`src/rtl/mux_sel_reg_nto1.sv`:
```
// mux_sel_reg_nto1: N-input, W-bit result selector with a registered output stage,
//   a valid/ready handshake and a one-entry skid buffer. Out-of-range selects produce
//   zero data plus an error flag and bump a saturating error counter.
// Latency: 1 cycle from input transfer to out_valid; 1 beat/cycle throughput.
// Backpressure: a beat accepted while the output stalls parks in the skid; in_ready
//   is derived from skid state only (no path from out_ready).
// Optional feature macro: MUX_FLAGS_EN adds out_zero / out_neg result flags.
//
// Ports:
//   clk, rst                  rising-edge clock, synchronous active-high reset
//   in_data, in_sel           packed inputs (input k = in_data[k*W +: W]) and select
//   in_valid, in_ready        upstream handshake
//   out_data, out_sel_err     registered selected data and out-of-range flag
//   out_valid, out_ready      downstream handshake
//   err_cnt                   saturating count of accepted out-of-range beats
//   out_zero, out_neg         (MUX_FLAGS_EN only) out_data == 0, out_data sign bit

module mux_sel_reg_nto1 #(
  parameter int N    = 6,
  parameter int W    = 16,
  parameter int CNTW = 8,
  localparam int SELW = (N > 2) ? $clog2(N) : 1
) (
  input  logic            clk,
  input  logic            rst,
  input  logic [N*W-1:0]  in_data,
  input  logic [SELW-1:0] in_sel,
  input  logic            in_valid,
  output logic            in_ready,
  output logic [W-1:0]    out_data,
  output logic            out_sel_err,
  output logic            out_valid,
  input  logic            out_ready,
`ifdef MUX_FLAGS_EN
  output logic            out_zero,
  output logic            out_neg,
`endif
  output logic [CNTW-1:0] err_cnt
);

  // Selection-time results for the beat currently presented
  logic [W-1:0] sel_data;
  logic         sel_err;
  logic         accept;

  // Skid buffer
  logic         skid_valid;
  logic [W-1:0] skid_data;
  logic         skid_err;

`ifdef MUX_FLAGS_EN
  logic sel_zero;
  logic sel_neg;
  logic skid_zero;
  logic skid_neg;
`endif

  // Ready depends only on skid occupancy; rst gating keeps it low throughout reset
  // and lets it rise on the first cycle after release.
  assign in_ready = !skid_valid && !rst;
  assign accept   = in_valid && in_ready;

  // Loop-compare mux so an out-of-range select never indexes past in_data.
  always_comb begin
    sel_data = '0;
    sel_err  = (32'(in_sel) >= N);
    for (int k = 0; k < N; k++) begin
      if (32'(in_sel) == k) begin
        sel_data = in_data[k*W +: W];
      end
    end
  end

`ifdef MUX_FLAGS_EN
  // Out-of-range beats carry zero data, so they naturally give zero=1, neg=0.
  assign sel_zero = (sel_data == '0);
  assign sel_neg  = sel_data[W-1];
`endif

  always_ff @(posedge clk) begin
    if (rst) begin
      out_valid   <= 1'b0;
      out_data    <= '0;
      out_sel_err <= 1'b0;
      skid_valid  <= 1'b0;
      skid_data   <= '0;
      skid_err    <= 1'b0;
      err_cnt     <= '0;
`ifdef MUX_FLAGS_EN
      out_zero    <= 1'b0;
      out_neg     <= 1'b0;
      skid_zero   <= 1'b0;
      skid_neg    <= 1'b0;
`endif
    end else begin
      // Counted at acceptance, saturating at all-ones.
      if (accept && sel_err && (err_cnt != {CNTW{1'b1}})) begin
        err_cnt <= err_cnt + 1'b1;
      end

      if (out_valid && !out_ready) begin
        // Stall: output holds; a newly accepted beat parks in the skid.
        if (accept) begin
          skid_valid <= 1'b1;
          skid_data  <= sel_data;
          skid_err   <= sel_err;
`ifdef MUX_FLAGS_EN
          skid_zero  <= sel_zero;
          skid_neg   <= sel_neg;
`endif
        end
      end else if (skid_valid) begin
        // Drain the skid first; in_ready is low so nothing is accepted this cycle.
        out_valid   <= 1'b1;
        out_data    <= skid_data;
        out_sel_err <= skid_err;
        skid_valid  <= 1'b0;
`ifdef MUX_FLAGS_EN
        out_zero    <= skid_zero;
        out_neg     <= skid_neg;
`endif
      end else begin
        out_valid <= accept;
        // Data only loads on a transfer so an idle output keeps its last value.
        if (accept) begin
          out_data    <= sel_data;
          out_sel_err <= sel_err;
`ifdef MUX_FLAGS_EN
          out_zero    <= sel_zero;
          out_neg     <= sel_neg;
`endif
        end
      end
    end
  end

endmodule
```
`config.mk`:
```
export PLATFORM = sky130hd
export DESIGN_NAME = mux_sel_reg_nto1
export DESIGN_NICKNAME = d
export VERILOG_FILES = /design/src/rtl/mux_sel_reg_nto1.sv
export SDC_FILE = /design/constraint.sdc
export NUM_CORES = 1
export LEC_CHECK = 0
export BUFFER_PORTS_ARGS = -buffer_cell sky130_fd_sc_hd__buf_2
export CAP_MARGIN = 20
export CORE_ASPECT_RATIO = 0.9
export CORE_MARGIN = 2
export CORE_UTILIZATION = 54
export CTS_BUF_LIST = sky130_fd_sc_hd__clkbuf_8
export CTS_CLUSTER_DIAMETER = 150
export DETAILED_ROUTE_END_ITERATION = 6
export PLACE_DENSITY = 0.9
export SYNTH_ARGS = -nofsm -noshare
export SYNTH_HDL_FRONTEND = slang
export SYNTH_SLANG_ARGS = --single-unit
```
`constraint.sdc`:
```
create_clock -name clk -period 3.1 [get_ports clk]
set_input_delay 0.465 -clock clk [delete_from_list [all_inputs] [get_ports clk]]
set_output_delay 0.465 -clock clk [all_outputs]
set_load 0.005 [all_outputs]
```
* Yosys cells after proc, flatten, opt, wreduce, memory -nomap -nowiden
Index checks and enable logic that the tools add are counted.
** Word-level totals
- Bits of input ports :: 103
- Output and inout bits :: 27
- Register bits :: 44
- Word-level logic and storage cells :: 40
** Cells by class
- Bitwise operators :: 1
- Equal/unequal tests :: 6
- Reductions and logical operators :: 13
- Magnitude comparators :: 1
- $add $sub $neg :: 1
- Multiplexer cells :: 11
** Operators with widths (count)
- $mux W16 :: 8
- $add A8 B1 Y8 const B :: 1
- $ne A8 B8 Y1 const B :: 1
- $eq A3 B2 Y1 const B :: 2
- $eq A3 B3 Y1 const B :: 2
- $logic_and A1 B1 Y1 :: 5
- $reduce_and A2 Y1 :: 2
- $eq A3 B1 Y1 const B :: 1
- $ge A3 B3 Y1 const B :: 1
- $logic_not A1 Y1 :: 3
- $logic_not A3 Y1 :: 1
- $mux W1 :: 3
- $reduce_bool A2 Y1 :: 1
- $reduce_or A2 Y1 :: 1
- $not A1 Y1 :: 1

* Logic depth before layout (Yosys ltp)
Gate-level depths: netlist of the first run.
- Depth in word-level cells :: 9
- Mapped depth :: 7
- Mapped depth without buffers :: 5

* Least setup slack after synthesis of the first run
OpenSTA, ideal clock, no wires.
- Path kind :: input -> register
- Start :: input in_sel[0]
- End :: register out_data[10]
- Setup time :: 0.122 ns
- Stages :: 7
- Data arrival time :: 1.544 ns
- Data required time :: 2.978 ns
- Setup slack :: 1.433 ns
- Buffers on the path :: 3
- Cell sequence :: buf_2 nor2b_1 clkbuf_1 buf_2 a221oi_1 o21a_1 o21ai_1
** On the way
- Longest elaborated chain between the ends :: 9
- Elaborated cells on any way between the ends :: 14
- Those cells by class :: eq/ne (5); mux (8); reduce/logical (1)
** RTL lines
- start, declared :: RTL line 27 : input logic [SELW-1:0] in_sel,
- $logic_not A3 Y1 :: RTL line 68 : if (32'(in_sel) == k) begin
- $mux W16 (5 in a row) :: RTL line 68
- $mux W16 (*) :: RTL line 68
- $mux W16 (*) :: RTL line 125 : if (accept) begin
- $mux W16 (*) :: RTL line 112 : end else if (skid_valid) begin
- end signal, assigned :: RTL line 115 : out_data <= skid_data;
- end signal, assigned :: RTL line 126 : out_data <= sel_data;
- end, declared :: RTL line 30 : output logic [W-1:0] out_data,
Mark *: on every way between the ends. The rest lies on a longest branch, timed or not. The select of a mux whose other input is x is not followed.
A chain may end at the register's enable or synchronous reset.

* Final worst setup path of the first run
- Start :: register skid_valid
- End :: register out_data[2]
** On the way
- Longest elaborated chain between the ends :: 5
- Elaborated cells on any way between the ends :: 6
- Those cells by class :: mux (1); reduce/logical (5)
** RTL lines
- start, declared :: RTL line 47 : logic skid_valid;
- start signal, assigned :: RTL line 85 : skid_valid <= 1'b0;
- start signal, assigned :: RTL line 104 : skid_valid <= 1'b1;
- start signal, assigned :: RTL line 117 : skid_valid <= 1'b0;
- $logic_not A1 Y1 :: RTL line 60 : assign in_ready = !skid_valid && !rst;
- $logic_and A1 B1 Y1 :: RTL line 60
- $logic_and A1 B1 Y1 :: RTL line 61 : assign accept = in_valid && in_ready;
- $reduce_bool A2 Y1 (no source line)
- $reduce_and A2 Y1 (no source line)
Parallel ways exist; a longest one is shown, timed or not.

==> metrics.md, run 1 <==
| Metric | Value |
|---|---|
| Crit end category | flip-flop |
| Worst Hold Class | flip-flop to flip-flop |
| Rows | 25 |
| Cell Area, Synth | ~0.0031 mm^2 |
| First-pass GRT wire length | 14800 um |
| PwrDens | 366 mW/mm^2 |
| Slew at the pin closest to its max-slew limit | 0.983 ns |
| Hold_buf cts | 0 |
| Worst-case clock buffer depth | 2 |
| DRC Markers | 0 |
| Post-cts sizing count | 0 |
| Layout net count | 615 |
| Clock Latency Late Sink | about 0.29 ns |
| Slew HR | 0.344 |
| Root buffer cell | clkbuf_8 |
| DR iter-0 viols | 380 |
| Placed instance count | 570 |
| Final slew viol count | 0 |
| Die Y | 75.4 um |
| Yosys reg bits | 44 |
| Status | completed |
| Commonest register cell after synthesis | dfxtp_1 |
| Vias in the first global route | about 3000 |
| R2R Setup Slk | around 0.94 ns |
| Cell variety after synth | 43 |
| TritonCTS sink count | 44 |
| Kind of critical path | flip-flop to flip-flop |
| Hold path startpoint | skid_data[1]$_SDFFE_PP0P_ |
| Fin Setup TNS | 0 ns |
| Chip width | 83.4 um |
| Tcrit/Tclk final | 0.696 |
| I/O pin cnt | 130 |
| CP max stage cell | dfxtp_1 |
| CP Data Required Time | 3.32 ns |
| Dpl hpwl | 7080 um |
| Synth Instances | 400 |
| Fraction of layout cells with a size suffix above 1 | 0.297 |
| Wire per inst | between 15 and 20 um |
| Routability Congestion | 0.913 |
| Clock Skew | just over 0.009 ns |
| Final std cells w/o fill | 579 |
| R2r worst-path depth | 5 |
| Vias/cell | 6.12 |
| Final core utilization | 0.711 |
| Ys Warns | 0 |
| Crit path cell chain | nor2_1, buf_4, o21bai_1, o211ai_1, o21ai_0 |
| Grt ovf | 0 |
| Antenna Nets Post-Route | 0 |
| Total CTS buffers | 5 |
| ANT cells | 0 |
| Register area share after synthesis | 0.288 |
| CP Buf/Inv Count | 1 |
| Final Setup Violations | 0 |
| Max Freq | 0.464 GHz |
| Reg clk slew, reported paths | 0.09 ns |
| CP Depth | 5 |
| Maximum VDD drop | 0.383 mV |
| Tot Pwr | 1.39 mW |
| Starting density of the core | 0.572 |
| Wire length after detailed routing | about 9800 um |
| I/O Buffers | 129 |
| Total number of vias | 3542 |
| Die area | 0.00629 mm^2 |
| GRT Total Usage | 0.291 |
| RSZ-0062 raised after global routing | no |
| Post-synth EDFFs | 0 |
| Minimum clock period | 2.16 ns |
| Critical path data arrival time | 2.38 ns |
| Number of setup buffers added after CTS | 0 |
| Initial antenna violation count | 0 |
| TritonCTS clock tree | built |
| Finished Cell Area | approximately 0.0038 mm^2 |
| Hold path cells | 1 |
| Critical path fanouts, max | 23 |
| Pleak | 1.61 nW |
| Reg2Reg Launch Point | skid_valid$_SDFFE_PP0P_ |
| Syn Area/Cell | roughly 7.7 um^2 |
| Async SR Flop Fraction | 0 |
| Final hold vios | 0 |
| Max-cap viol count | 0 |
| Post-placement cell area | about 0.0037 mm^2 |
| Most frequent cells in the layout | 129 x buf_2, 49 x nor2b_1, 44 x dfxtp_1 |
| H-tree levels | 2 |
| Startpoint Class | flip-flop |
| Drt pass-1 iters | 5 |
| Hold endpoint | skid_data[1]$_SDFFE_PP0P_ |
| Commonest non-fill, non-tap cell in the layout | buf_2 |
| Critical Path Max Stage Delay | just under 0.9 ns |
| Synth Net Count | a little over 500 |
| Largest net degree at the start of global routing | 34 |
| Top delay family on crit path | flip-flops |
| Core Footprint | 0.00535 mm^2 |
| FF-to-FF End | out_data[2]$_SDFFE_PP0P_ |
| Area grow syn2layout | 24.2% |
[how the worst max path moves through the flow]
| stage | from | to | slack, ns |
|---|---|---|---|
| 6_report | skid_valid$_SDFFE_PP0P_ | out_data[2]$_SDFFE_PP0P_ | 0.94 |
| 5_1_grt | skid_valid$_SDFFE_PP0P_ | out_data[2]$_SDFFE_PP0P_ | 0.81 |
| 4_1_cts | skid_valid$_SDFFE_PP0P_ | out_data[2]$_SDFFE_PP0P_ | 1.02 |
| 3_5_place_dp | in_sel[2] | skid_data[11]$_SDFFE_PP0P_ | 0.83 |
| 3_3_place_gp | in_sel[1] | skid_data[10]$_SDFFE_PP0P_ | 0.91 |
| 2_1_floorplan | in_sel[0] | out_data[10]$_SDFFE_PP0P_ | 1.43 |
[Yosys cell counts (all sizes together), types with 3 or more instances]
cell type  number  area, um^2
nor3b           3        33.8
mux2i          15         150
nor2b          51         319
dfxtp          44         881
o21bai         17         128
nand2b          4        25.0
nor2           23        88.8
a21oi          39         195
nor3            3        15.0
buf            16        83.8
a221oi         15         131
and2            3        18.8
o2bb2ai        16         140
inv             3        11.3
nand2          35         131
o211ai         16         120
o21ai          19        95.1
a211oi          4        35.0
clkbuf         18        67.6
nand3          19        95.1
o21a           16         120
[power breakdown]
group | internal (mW) | switching, mW
Combinational | 0.183 | 0.207
Clock | 0.176 | 0.196
Sequential | 0.605 | 0.0256
Total | 0.963 | 0.428
[layer usage]
metal,track usage,routed length [um]
met3,0.0769,1140
met2,0.462,4320
met5,0,0
met4,0.0984,201
met1,0.393,4090
[through the flow]
step	hold WS, ns	worst slack (ns)
detailed placement	0.454	0.833
floorplan	0.424	1.43
finish	0.470	0.943
global placement	0.441	0.905
CTS	0.473	1.02
global route	0.481	0.807
[cell families (layout without fill, tap and decap cells)]
| group | Yosys count | after routing | synth area share |
|---|---|---|---|
| XOR/XNOR | 1 | 1 | 0.00286 |
| flip-flops | 44 | 44 | 0.288 |
| buffers and inverters | 37 | 149 | 0.0531 |
| AND/OR/NAND/NOR | 155 | 155 | 0.271 |
| multiplexers | 16 | 16 | 0.0527 |
| adder cells (fa/ha/maj) | 1 | 1 | 0.00409 |
| AO/OA/AOI/OAI | 146 | 146 | 0.329 |
[worst reg2reg max path, stage by stage (launching register included)]
cell and delay [ns]:
dfxtp_1 0.89, nor2_1 0.37, buf_4 0.30, o21bai_1 0.22, o211ai_1 0.16, o21ai_0 0.15
[sequential cells by signal, indices dropped and copies added (netlist names)]
register     count
out_data        16
skid_data       16
err_cnt          8
out_sel_err      1
out_valid        1
skid_err         1
skid_valid       1
[cell type report]
class,count,area [um^2]
Tap cell,67,83.8
Inverter,3,11.3
Timing Repair Buffer,138,713
Fill cell,430,1550
Multi-Input combinational cell,319,2020
Clock inverter,2,7.51
Sequential cell,44,881
Clock buffer,6,82.6
Power figures use the tool's default switching activity.
==> run 2, diff against run 1 <==
- CORE_UTILIZATION: 54 -> 45
- PLACE_DENSITY: 0.9 -> 0.8
- clock period: 3.1 -> 1.8 ns (I/O delays scaled with it)
==> metrics.md, run 2 (same netlist as run 1, synthesis figures left out) <==
| Metric | Value |
|---|---|
| Root buffer cell | clkbuf_8 (unchanged) |
| H-tree levels | 2 (unchanged) |
| Total number of vias | 3508 (was 3542) |
| Clock Latency Late Sink | 0.29 ns (about the same) |
| Final core utilization | 0.593 (was 0.711) |
| TritonCTS clock tree | built (unchanged) |
| Die area | 0.00748 mm^2 (was 0.00629 mm^2) |
| Startpoint Class | flip-flop (unchanged) |
| Drt pass-1 iters | 7 (was 5) |
| Minimum clock period | 1.55 ns (was 2.16 ns) |
| Routability Congestion | 0.842 (was 0.913) |
| Failing checks | design-rule violations |
| Clock Skew | 0.00479 ns (was 0.00929 ns) |
| Slew at the pin closest to its max-slew limit | 0.720 ns (was 0.983 ns) |
| Most frequent cells in the layout | 129 x buf_2, 49 x nor2b_1, 44 x dfxtp_1 (unchanged) |
| FF-to-FF End | err_cnt[5]$_SDFFE_PP0P_ (was out_data[2]$_SDFFE_PP0P_) |
| Die Y | 82.2 um (was 75.4 um) |
| RSZ-0062 raised after global routing | no (unchanged) |
| Commonest non-fill, non-tap cell in the layout | buf_2 (unchanged) |
| Worst-case clock buffer depth | 2 (unchanged) |
| Core Footprint | 0.00659 mm^2 (was 0.00535 mm^2) |
| I/O pin cnt | 130 (unchanged) |
| Top Registers | out_data (16), skid_data (16), err_cnt (8) (unchanged) |
| Reg2Reg Launch Point | skid_valid$_SDFFE_PP0P_ (unchanged) |
| Status | complete, but fails checks (was completed) |
| Pleak | 1.65 nW (was 1.61 nW) |
| Final hold vios | 0 (unchanged) |
| Post-cts sizing count | 0 (unchanged) |
| Largest net degree at the start of global routing | 34 (unchanged) |
| Worst Hold Class | input port to flip-flop (was flip-flop to flip-flop) |
| Chip width | 90.9 um (was 83.4 um) |
| Layout fillers | 610 (was 430) |
| Grt ovf | 0 (unchanged) |
| Register Area | 881 um^2 (unchanged) |
| Final Setup Violations | 0 (unchanged) |
| Max-cap viol count | 0 (unchanged) |
| I/O Buffers | 129 (unchanged) |
| Hold_buf cts | 0 (unchanged) |
| Rows | 28 (was 25) |
| Max Freq | 0.645 GHz (was 0.464 GHz) |
| Final slew viol count | 0 (unchanged) |
| PwrDens | 601 mW/mm^2 (was 366 mW/mm^2) |
| Multi-input logic area | 0.00203 mm^2 (was 0.00202 mm^2) |
| Starting density of the core | 0.465 (was 0.572) |
| DRC Markers | 17 (was 0) |
| Wire length after detailed routing | 9980 um (was 9750 um) |
| Vias in the first global route | 3144 (was 3072) |
| Antenna Nets Post-Route | 0 (unchanged) |
| Place WS | -0.254 ns (was 0.833 ns) |
| Number of setup buffers added after CTS | 0 (unchanged) |
| Crit end category | flip-flop (unchanged) |
| Reg clk slew, reported paths | 0.08 ns (was 0.09 ns) |
| Hold path cells | 3 (was 1) |
| TritonCTS sink count | 44 (unchanged) |
| Total CTS buffers | 5 (unchanged) |
| Hold path startpoint | in_valid (was skid_data[1]$_SDFFE_PP0P_) |
| CP Data Required Time | 2.01 ns (was 3.32 ns) |
| Hold endpoint | skid_valid$_SDFFE_PP0P_ (was skid_data[1]$_SDFFE_PP0P_) |
| Critical path data arrival time | 1.75 ns (was 2.38 ns) |
| Tcrit/Tclk final | 0.861 (was 0.696) |
| Vias/cell | 5.77 (was 6.12) |
| Critical path fanouts, max | 5 (was 23) |
| Setup WS post-layout | 0.251 ns (was 0.943 ns) |
| Fraction of layout cells with a size suffix above 1 | 0.309 (was 0.297) |
| Area grow syn2layout | 27.6% (was 24.2%) |
| DR iter-0 viols | 269 (was 380) |
| GRT Total Usage | 0.255 (was 0.291) |
| First-pass GRT wire length | 15400 um (was 14800 um) |
| R2R Setup Slk | 0.25 ns (was 0.94 ns) |
| Initial antenna violation count | 0 (unchanged) |
| Maximum VDD drop | 0.390 mV (was 0.383 mV) |
| Kind of critical path | flip-flop to flip-flop (unchanged) |
| Slew HR | 0.519 (was 0.344) |
| Layout net count | 624 (was 615) |
| R2r worst-path depth | 4 (was 5) |
| Wire per inst | 16.4 um (was 16.8 um) |
| Tot Pwr | 2.35 mW (was 1.39 mW) |
| Dpl hpwl | 7190 um (was 7080 um) |
| ANT cells | 0 (unchanged) |
## run 2: cell types whose count changed in the layout (fill, tap and decap cells not counted), sizes merged
cell	before	now
buf	138	147
inv	5	3
clkbuf	6	5
## run 2: worst max path at each step
stage / start / end / slack [ns] / depth (start not counted)
after floorplan: in_sel[0] / out_data[5]$_SDFFE_PP0P_ / 0.33 / 7
after global placement: in_sel[1] / skid_data[4]$_SDFFE_PP0P_ / -0.14 / 5
after detailed placement: in_sel[1] / skid_data[9]$_SDFFE_PP0P_ / -0.25 / 5
after CTS: in_sel[1] / skid_data[9]$_SDFFE_PP0P_ / 0.03 / 5
after global routing: skid_valid$_SDFFE_PP0P_ / out_data[3]$_SDFFE_PP0P_ / 0.14 / 6
final: skid_valid$_SDFFE_PP0P_ / err_cnt[5]$_SDFFE_PP0P_ / 0.25 / 4
## run 2: cell type report
class,count,area share
clock buffer,5,0.0176
sequential,44,0.225
inverter,3,0.00288
tap,90,0.0288
timing repair buffer,147,0.206
multi-input combinational,319,0.519
## run 2: power by group
part	switching [mW]	total, mW	internal [mW]
combinational	0.359	0.691	0.331
clock	0.323	0.574	0.251
sequential	0.0432	1.08	1.04
total	0.725	2.35	1.62
## run 2: worst max-delay path, stage by stage (launching register included)
cell	delay (ns)
dfxtp_1	0.36
or3b_4	0.45
nor3b_1	0.29
a21oi_1	0.11
a211oi_1	0.24
## run 2: through the flow
stage | instance area [um^2] | cells | TNS [ns] | hold slack [ns]
after floorplan | 3060 | 400 | 0 | 0.424
after global placement | 3830 | 602 | -3.21 | 0.439
after detailed placement | 3830 | 602 | -6.54 | 0.451
after CTS | 3900 | 607 | 0 | 0.315
after global routing | 3910 | 608 | 0 | 0.341
final | 3910 | 608 | 0 | 0.318
## run 2: routing by layer
metal  part of all wire  GRT usage
met1               0.45      0.349
met2               0.45      0.417
met3              0.091     0.0590
met4             0.0081     0.0530
met5                  0          0
==> run 3, diff against run 2 <==
==> constraint.sdc (replaced) <==
create_clock -name clk -period 1.8 [get_ports clk]
set_input_delay 0.09 -clock clk [delete_from_list [all_inputs] [get_ports clk]]
set_output_delay 0.09 -clock clk [all_outputs]
set_load 0.005 [all_outputs]
==> metrics.md, run 3 (same netlist as run 1, synthesis figures left out) <==
| Metric | Value |
|---|---|
| Grt ovf | 0 (unchanged) |
| Clock Skew | 0.0108 ns (was 0.00479 ns) |
| Commonest non-fill, non-tap cell in the layout | buf_2 (unchanged) |
| ANT cells | 0 (unchanged) |
| Max Freq | 0.620 GHz (was 0.645 GHz) |
| Final hold vios | 0 (unchanged) |
| Wire per inst | 16.7 um (was 16.4 um) |
| Routability Congestion | 0.857 (was 0.842) |
| Reg2Reg Launch Point | skid_valid$_SDFFE_PP0P_ (unchanged) |
| Core Footprint | 0.00659 mm^2 (unchanged) |
| Top Registers | out_data (16), skid_data (16), err_cnt (8) (unchanged) |
| Layout net count | 619 (was 624) |
| Maximum VDD drop | 0.349 mV (was 0.390 mV) |
| Largest net degree at the start of global routing | 35 (was 34) |
| Drt pass-1 iters | 5 (was 7) |
| R2R Setup Slk | 0.19 ns (was 0.25 ns) |
| CP Data Required Time | 2.03 ns (was 2.01 ns) |
| Total number of vias | 3520 (was 3508) |
| Crit end category | flip-flop (unchanged) |
| First-pass GRT wire length | 15500 um (was 15400 um) |
| DR iter-0 viols | 310 (was 269) |
| Chip width | 90.9 um (unchanged) |
| Worst-case clock buffer depth | 2 (unchanged) |
| R2r worst-path depth | 6 (was 4) |
| Finished Cell Area | 0.00389 mm^2 (was 0.00391 mm^2) |
| Hold path cells | 2 (was 3) |
| Critical path data arrival time | 1.85 ns (was 1.75 ns) |
| Reg clk slew, reported paths | 0.08 ns (about the same) |
| I/O Buffers | 129 (unchanged) |
| Die Y | 82.2 um (unchanged) |
| Clock Latency Late Sink | 0.31 ns (was 0.29 ns) |
| H-tree levels | 2 (unchanged) |
| CP max stage cell | dfxtp_2 (was or3b_4) |
| Antenna Nets Post-Route | 0 (unchanged) |
| Worst Hold Class | input port to flip-flop (unchanged) |
| Kind of critical path | flip-flop to flip-flop (unchanged) |
| Hold path startpoint | rst (was in_valid) |
| CP Buf/Inv Count | 2 (was 0) |
| Critical path fanouts, max | 16 (was 5) |
| Minimum clock period | 1.61 ns (was 1.55 ns) |
| Final slew viol count | 0 (unchanged) |
| Critical Path Max Stage Delay | 0.45 ns (about the same) |
| Post-placement cell area | 0.00379 mm^2 (was 0.00383 mm^2) |
| RSZ-0062 raised after global routing | no (unchanged) |
| Startpoint Class | flip-flop (unchanged) |
| Status | completed (was complete, but fails checks) |
| I/O pin cnt | 130 (unchanged) |
| Final Setup Violations | 0 (unchanged) |
| FF-to-FF End | out_data[6]$_SDFFE_PP0P_ (was err_cnt[5]$_SDFFE_PP0P_) |
| Total CTS buffers | 5 (unchanged) |
| Number of setup buffers added after CTS | 0 (unchanged) |
| Wire length after detailed routing | 10100 um (was 9980 um) |
| DRC Markers | 0 (was 17) |
| Max-cap viol count | 0 (unchanged) |
| Hold_buf cts | 0 (unchanged) |
| Initial antenna violation count | 0 (unchanged) |
| Fin Setup TNS | 0 ns (unchanged) |
| Slew HR | 0.362 (was 0.519) |
| GRT Total Usage | 0.262 (was 0.255) |
| Crit path cell chain | buf_4, nor2_1, buf_4, o21bai_1, nand3_1, o21ai_1 (was or3b_4, nor3b_1, a21oi_1, a211oi_1) |
| Vias/cell | 5.81 (was 5.77) |
| Area grow syn2layout | 27.1% (was 27.6%) |
| Vias in the first global route | 3036 (was 3144) |
| PwrDens | 625 mW/mm^2 (was 601 mW/mm^2) |
| TritonCTS sink count | 44 (unchanged) |
| TritonCTS clock tree | built (unchanged) |
| Layout fillers | 628 (was 610) |
| Starting density of the core | 0.465 (unchanged) |
| Die area | 0.00748 mm^2 (unchanged) |
| Fraction of layout cells with a size suffix above 1 | 0.304 (was 0.309) |
| Final core utilization | 0.591 (was 0.593) |
| Most frequent cells in the layout | 129 x buf_2, 49 x nor2b_1, 43 x dfxtp_1 (was 129 x buf_2, 49 x nor2b_1, 44 x dfxtp_1) |
| Tcrit/Tclk final | 0.895 (was 0.861) |
| Multi-input logic area | 0.00203 mm^2 (unchanged) |
| Cell mode on critical path | buf_4 |
| Root buffer cell | clkbuf_8 (unchanged) |
| Rows | 28 (unchanged) |
| Register Area | 882 um^2 (was 881 um^2) |
| Top delay family on crit path | buffers and inverters (was simple AND/OR/NAND/NOR gates) |
| Pleak | 1.64 nW (was 1.65 nW) |
| Hold endpoint | skid_err$_SDFFE_PP0P_ (was skid_valid$_SDFFE_PP0P_) |
| Dpl hpwl | 7220 um (was 7190 um) |
| Slew at the pin closest to its max-slew limit | 0.955 ns (was 0.720 ns) |
[run 3: cell types whose count changed in the layout (fill, tap and decap cells not counted)]
cell / previous run / this run
dfxtp_1: 44 / 43
clkbuf_8: 5 / 6
dfxtp_2: 0 / 1
buf_4: 16 / 11
inv_1: 3 / 5
[run 3: per-layer routing]
metal,GRT usage,wire length (um),vias up
li1,-,-,1682
met1,0.366,4380,1634
met2,0.407,4530,198
met3,0.0653,1120,6
met4,0.0667,83,0
met5,0,0,-
[run 3: report_power, final]
group	total [mW]	leakage [nW]	internal, mW	switching, mW
Clock	0.662	0.0538	0.303	0.359
Combinational	0.686	1.23	0.326	0.360
Sequential	1.08	0.362	1.04	0.0416
Total	2.43	1.64	1.67	0.760
[run 3: area by class of cell]
type                            instances  area share
Multi-Input combinational cell        319       0.521
Sequential cell                        44       0.227
Timing Repair Buffer                  142       0.197
Tap cell                               90      0.0289
Clock buffer                            6      0.0212
Inverter                                3     0.00289
Clock inverter                          2     0.00193
[run 3: worst max path at each step]
stage,from,endpoint,slack [ns],cells after the start
after floorplan,skid_valid$_SDFFE_PP0P_,err_cnt[6]$_SDFFE_PP0P_,0.38,4
after global placement,in_sel[1],skid_data[9]$_SDFFE_PP0P_,0.07,5
after detailed placement,in_sel[1],out_data[8]$_SDFFE_PP0P_,0.003,5
after CTS,skid_valid$_SDFFE_PP0P_,out_data[6]$_SDFFE_PP0P_,0.1,6
after global routing,skid_valid$_SDFFE_PP0P_,out_data[3]$_SDFFE_PP0P_,0.05,6
final,skid_valid$_SDFFE_PP0P_,out_data[6]$_SDFFE_PP0P_,0.19,6
[run 3: stage by stage]
stage	worst slack [ns]	hold slack (ns)	instances	power, mW
finish	0.188	0.113	606	2.43
global route	0.0512	0.124	606	2.55
global placement	0.0676	0.409	597	1.76
CTS	0.0964	0.109	605	2.42
floorplan	0.375	0.285	400	1.49
detailed placement	0.00262	0.422	597	1.78
[run 3: what timing repair did]
action                                  in CTS  in global routing
endpoints found under the setup margin       0                 12
endpoints found under the hold margin        0                  0
resized for setup                            0                  1
